===== src/rtl/nibble_tx_pkg.sv =====
// nibble_tx_pkg: shared states, line levels and parity helper for the nibble transmitter
package nibble_tx_pkg;
  typedef enum logic [2:0] {IDLE, START, DATA, PARITY, STOP} state_e;
  localparam logic TXD_IDLE  = 1'b1;
  localparam logic TXD_START = 1'b0;
  function automatic logic even_parity4(input logic [3:0] d);
    return ^d;
  endfunction
endpackage


===== src/rtl/nibble_uart_tx_bit_timer.sv =====
// bit_timer: counts CLKS_PER_BIT cycles per serial bit and strobes on the last one
module bit_timer #(
  parameter int CLKS_PER_BIT = 4
) (
  input  logic clk,
  input  logic clr_i,
  output logic bit_end_o
);
  localparam int W = (CLKS_PER_BIT > 1) ? $clog2(CLKS_PER_BIT) : 1;
  localparam logic [W-1:0] LAST = W'(CLKS_PER_BIT - 1);
  logic [W-1:0] cnt_q, cnt_d;
  assign bit_end_o = cnt_q == LAST;
  // wrap to zero on each bit boundary or when cleared
  always_comb cnt_d = (clr_i || bit_end_o) ? '0 : cnt_q + 1'b1;
  // counter register
  always_ff @(posedge clk) cnt_q <= cnt_d;
endmodule


===== src/rtl/nibble_uart_tx.sv =====
// nibble_uart_tx: frames a 4-bit nibble as start, LSB-first data, optional even parity, stop
module nibble_uart_tx
  import nibble_tx_pkg::*;
#(
  parameter int CLKS_PER_BIT = 4,
  parameter bit PARITY_EN    = 1
) (
  input  logic       clk,
  input  logic       rst,
  input  logic [3:0] din,
  input  logic       din_valid,
  output logic       din_ready,
  output logic       txd,
  output logic       busy,
  output logic       done
);
  state_e     state_q, state_d;
  logic [3:0] shreg_q, shreg_d;
  logic [1:0] bit_cnt_q, bit_cnt_d;
  logic       par_q, par_d;
  logic       txd_q, txd_d;
  logic       busy_q, busy_d;
  logic       done_q, done_d;
  logic       bit_end;
  logic       accept;
  assign din_ready = (state_q == IDLE) && !rst;
  assign accept    = din_valid && din_ready;
  assign txd       = txd_q;
  assign busy      = busy_q;
  assign done      = done_q;
  // baud timer idles at zero between frames so every bit starts aligned
  bit_timer #(.CLKS_PER_BIT(CLKS_PER_BIT)) u_timer (
    .clk      (clk),
    .clr_i    (rst || state_q == IDLE),
    .bit_end_o(bit_end)
  );
  // next state, datapath and registered-output values derived from the upcoming state
  always_comb begin
    state_d   = state_q;
    shreg_d   = shreg_q;
    bit_cnt_d = bit_cnt_q;
    par_d     = par_q;
    done_d    = (state_q == STOP) && bit_end;
    case (state_q)
      IDLE:   if (accept) begin
        state_d = START;
        shreg_d = din;
        par_d   = even_parity4(din);
      end
      START:  if (bit_end) state_d = DATA;
      DATA:   if (bit_end) begin
        shreg_d   = shreg_q >> 1;
        bit_cnt_d = bit_cnt_q + 2'd1;
        if (bit_cnt_q == 2'd3) state_d = PARITY_EN ? PARITY : STOP;
      end
      PARITY: if (bit_end) state_d = STOP;
      STOP:   if (bit_end) state_d = IDLE;
      default: state_d = IDLE;
    endcase
    txd_d  = (state_d == START)  ? TXD_START :
             (state_d == DATA)   ? shreg_d[0] :
             (state_d == PARITY) ? par_d : TXD_IDLE;
    busy_d = state_d != IDLE;
  end
  // state and output registers; reset aborts any frame in flight
  always_ff @(posedge clk) begin
    if (rst) begin
      state_q   <= IDLE;
      shreg_q   <= '0;
      bit_cnt_q <= '0;
      par_q     <= 1'b0;
      txd_q     <= TXD_IDLE;
      busy_q    <= 1'b0;
      done_q    <= 1'b0;
    end else begin
      state_q   <= state_d;
      shreg_q   <= shreg_d;
      bit_cnt_q <= bit_cnt_d;
      par_q     <= par_d;
      txd_q     <= txd_d;
      busy_q    <= busy_d;
      done_q    <= done_d;
    end
  end
endmodule


===== config.mk =====
export PLATFORM = sky130hd
export DESIGN_NAME = nibble_uart_tx
export DESIGN_NICKNAME = d
export VERILOG_FILES = /design/src/rtl/nibble_tx_pkg.sv /design/src/rtl/nibble_uart_tx_bit_timer.sv /design/src/rtl/nibble_uart_tx.sv
export SDC_FILE = /design/constraint.sdc
export NUM_CORES = 1
export LEC_CHECK = 0
export ABC_CLOCK_PERIOD_IN_PS = 2200
export CAP_MARGIN = 0
export CORE_MARGIN = 5
export CORE_UTILIZATION = 55
export CTS_CLUSTER_DIAMETER = 80
export CTS_CLUSTER_SIZE = 40
export DETAILED_ROUTE_END_ITERATION = 8
export PLACE_DENSITY = 0.81
export RECOVER_POWER = 100
export SYNTH_ARGS = -nofsm -noshare
export SYNTH_HDL_FRONTEND = slang
export SYNTH_SLANG_ARGS = --single-unit

===== constraint.sdc =====
create_clock -name clk -period 2.2 [get_ports clk]
set_input_delay 0.22 -clock clk [delete_from_list [all_inputs] [get_ports clk]]
set_output_delay 0.22 -clock clk [all_outputs]
set_load 0.01 [all_outputs]

# Yosys cells after proc, flatten, opt, wreduce, memory -nomap -nowiden
# Cells that the tools add are included.
# word_totals
ff_bits	15
inputBits	7
output_inout_bits	4
# op_classes
add_sub_neg	2
eq_ne	11
muxes	15
reduce_logical	12
# op_table
cell	n
2-to-1 mux 3 bit	6
one-hot mux 3 bit (5 select lines)	1
== test 3 x 2 -> 1 bit, second input constant	4
2-to-1 mux 4 bit	2
one-hot mux 4 bit (2 select lines)	1
== test 3 x 1 -> 1 bit, second input constant	2
2-to-1 mux 1 bit	5
adder 2 x 1 -> 2 bit, second input constant	2
== test 2 bit, second input constant	2
inequality test 2 bit, second input constant	2
XOR reduction 4 bit	1
== test 3 bit, second input constant	1
logical AND 1 bit	3
zero test 3 bit	1
AND reduction 3 bit	1
nonzero test 3 bit	1
logical OR 1 bit	2
AND reduction 2 bit	1
nonzero test 2 bit	1
zero test 1 bit	1

# Longest topological paths before layout
# logic_depth
ltp_word	9
mapped_depth	5
depth_no_buf	5

# Modules after synthesis
# Synthesis repeated with hierarchy kept, for this count alone.
# hier_totals
hier_cells	73
hier_area_um2	728.2
# by_module_without_submodules
mod	n_inst	cells_per_inst	area_each_um2	seq_area_each_um2
nibble_uart_tx	1	68	653.1	260.2
bit_timer	1	5	75.1	40.0

# Worst setup path after synthesis
# No wires, ideal clock.
# synth_timing
path_type	reg-to-reg
start	register u_timer.cnt_q[0]
end	register txd_q, in the netlist txd
arrival_ns	1.214
setup_slack_ns	0.855
path_stages_with_launch	6
n_path_buf	0
synth_period_minus_slack_ns	1.345
path_cell_list	dfxtp_1 ha_1 or2b_1 a21oi_1 o221a_1 a31oi_1
# synth_via
elab_chain_cells	7
# synth_lines
element	line_no	source
start: declaration	nibble_uart_tx_bit_timer.sv:11	logic [W-1:0] cnt_q, cnt_d;
start signal: assignment	nibble_uart_tx_bit_timer.sv:16	always_ff @(posedge clk) cnt_q <= cnt_d;
== test 2 bit *	nibble_uart_tx_bit_timer.sv:12	assign bit_end_o = cnt_q == LAST;
2-to-1 mux 3 bit (on tied branches)	n/a	
one-hot mux 3 bit (5 select lines)	nibble_uart_tx.sv:44	case (state_q)
== test 3 x 2 -> 1 bit	nibble_uart_tx.sv:62	(state_d == PARITY) ? par_d : TXD_IDLE;
2-to-1 mux 1 bit	nibble_uart_tx.sv:62	
2-to-1 mux 1 bit	nibble_uart_tx.sv:61	(state_d == DATA) ? shreg_d[0] :
2-to-1 mux 1 bit *	nibble_uart_tx.sv:60	txd_d = (state_d == START) ? TXD_START :
end signal: assignment	nibble_uart_tx.sv:80	txd_q <= txd_d;
end: declaration	nibble_uart_tx.sv:21	logic txd_q, txd_d;
# Mark *: on every way between the ends. The rest lies on a longest branch, timed or not. The select of a mux whose other input is x is not followed.
# A chain may end at the register's enable or synchronous reset.

# Worst setup path in the final report
# layout_timing
start	input rst
end	output din_ready
# layout_via
elab_chain_cells	2
# layout_lines
element	line_no	source
start: declaration	nibble_uart_tx.sv:9	input logic rst,
zero test 1 bit	nibble_uart_tx.sv:26	assign din_ready = (state_q == IDLE) && !rst;
logical AND 1 bit	nibble_uart_tx.sv:26	
end: declaration	nibble_uart_tx.sv:12	output logic din_ready,
# No other way between the ends.

==> out/metrics.yaml <==
grt_pass1_wl_microns: 2220
min_from: "shreg_q[1]"
min_path_type: "reg -> reg"
ff2ff_path_depth: 4
slew_headroom: 0.686
leakage_nw: 0.331
numCtsBuffers: 3
cts_sinks: 15
routed-wl-met3_microns: 68
num_rows: 13
tightest_slew_ns: 0.464
cpPeakStageDelay_ns: 0.64
ir_drop_uv: 341
syn_area_sq_um: 751
p_per_area_nw_per_um2: 606
dp_hpwl_microns: 970
yosys_warnings: 0
cp_top_family: "buffers and inverters"
cts_setup_buffers: 0
synth_cell_types: 33
drive_above_1_share: 0.0690
root_buffer: "clkbuf_4"
hold_path_depth: 2
track_usage: 0.145
yosysSeqAreaShare: 0.400
wl_per_cell_microns: 12.9
reg2reg_from: "state_q[1]"
synth_commonest_cells: "15 x dfxtp_1, 11 x nor2_1, 5 x a21oi_1, 4 x xnor2_1"
rr_endpoint: "txd"
end_kind: "output pin"
cts_resized: 0
htreeDepth: 1
tns_ns: 0
met2_length_microns: 617
final_util: 0.657
period_needed_ns: 1.87
arrival_ns: 1.65
postCtsHoldBufs: 0
syn2layout_area_growth_pct: 13.8
ios: 11
finalPower_uw: 518
rsz0062_at_grt: "no"
synth-edff-count: 0
slew_violations: 0
fmax_mhz: 534
crit_path_max_fanout: 7
post-route-drc-count: 0
fin_skew_ns: 0.00362
routed_wl_microns: 1320
r2r_slack_ns: 0.57
portBuffers: 10
syn_inst: 76
grt_pass1_vias: 534
antenna_left: 0
critPathBufInv: 2
clock_latency_ns: 0.28
synth_ff_type: "dfxtp_1"
antenna_found_initial: 0
initial_core_util: 0.577
start_kind: "input pin"
drt_first_pass_iters: 3
wl_met1_microns: 594
synth.avg_cell_area_sq_um: 9.88
fin_crit_sh: 0.852
hold_path_end: "shreg_q[1]"
status: "finished, final reports clean"
cpMostUsedCell: "dlygate4sd3_1"
worstPathRequired_ns: 1.98
synth_seq_cells: 15
fin_nets: 98
place.gp.congestion: 0.778
core_area_sq_um: 1300
synth_nets: 86
routed_via_density: 5.73
grt_max_degree: 13
hold_viol_final: 0
grt.overflow.total: 0
synth.top_cell.area_share: 0.400
vias: 584
max-clock-path-buffers: 2
setup_viol: 0
dieArea_sq_um: 2200
critical_path_class: "in -> out"
fillers: 123
ys_async_sr_fraction: 0
yosysTopAreaCell: "dfxtp_1"
synth.area.top_cells: "dfxtp_1 40%, nor2_1 5.5%, ha_1 5.0%"
n_antenna_cell: 0
chipHeight_microns: 46.9
cp_slowest_cell: "dlygate4sd3_1"
max_cap_viol_count: 0
synth.most_common_cell: "dfxtp_1"
cts.reportedPaths.clkPinSlew_ns: 0.09
drt_first_iter_violations: 4
cts_tree: "done"
worstPathCellList: "dlygate4sd3_1 -> nor4_1 -> dlygate4sd3_1"
die_w_microns: 46.9
route.top_layer_used: "met4"
-- placed cells by master, fill, tap and decap left out, drive strengths merged, types with 2 or more instances in the layout --
cell / n
a21oi: 6
a22oi: 3
a31oi: 2
and4b: 3
clkbuf: 5
clkdlybuf4s50: 5
dfxtp: 15
dlygate4sd3: 5
ha: 3
mux2i: 2
nand2: 2
nor2: 11
nor2b: 2
nor3: 3
nor4: 2
nor4b: 2
xnor2: 4
-- area by class of cell --
type	instances	area, sq um	area share
Multi-Input combinational cell	57	405	0.474
Sequential cell	15	300	0.351
Clock buffer	4	26.3	0.0307
Timing Repair Buffer	11	104	0.122
Tap cell	15	18.8	0.0220
-- layer usage --
layer / vias to the layer above / GRT usage
li1: 300 / -
met1: 270 / 0.174
met2: 10 / 0.236
met3: 4 / 0.0345
met4: 0 / 0.0829
met5: - / 0
-- worst max-delay path by stage --
stage | slack [ns] | start | cells after the start | end
detailed placement | 0.44 | rst | 3 | din_ready
CTS | 0.40 | state_q[0] | 2 | din_ready
global placement | 0.44 | rst | 3 | din_ready
floorplan | 0.86 | u_timer.cnt_q[0] | 5 | txd
global route | 0.27 | rst | 3 | din_ready
finish | 0.33 | rst | 3 | din_ready
-- sequential cells by signal, indices dropped and copies added (netlist names) --
signal	count
par_q	1
shreg_q	4
state_q	3
bit_cnt_q	2
u_timer.cnt_q	2
busy	1
txd	1
done	1
-- stage by stage --
step	area [sq um]	cells	hold slack (ns)	setup slack, ns
finish	855	102	0.463	0.326
global route	855	102	0.500	0.265
detailed placement	843	98	0.453	0.439
CTS	870	102	0.465	0.401
global placement	843	98	0.441	0.441
floorplan	751	76	0.297	0.855
-- power breakdown --
| part | switching [mW] | internal, mW |
|---|---|---|
| registers | 0.00772 | 0.282 |
| logic | 0.0333 | 0.0376 |
| clock network | 0.0862 | 0.0705 |
| total | 0.127 | 0.391 |
-- worst min-delay path: stages, from the launching register on --
cell     delay (ns)
dfxtp_1        0.31
nand2_1        0.05
a21oi_1        0.06
-- logic make-up (layout without fill, tap and decap cells) --
logic type	after synthesis	after routing	synth area share
fa+ha+maj	3	3	0.0500
flops	15	15	0.400
mux	2	2	0.0267
simple gates	32	32	0.278
xor+xnor	4	4	0.0467
buf+inv	4	15	0.0450
compound gates	16	16	0.153
No activity file was read; power rests on OpenSTA's default activity.
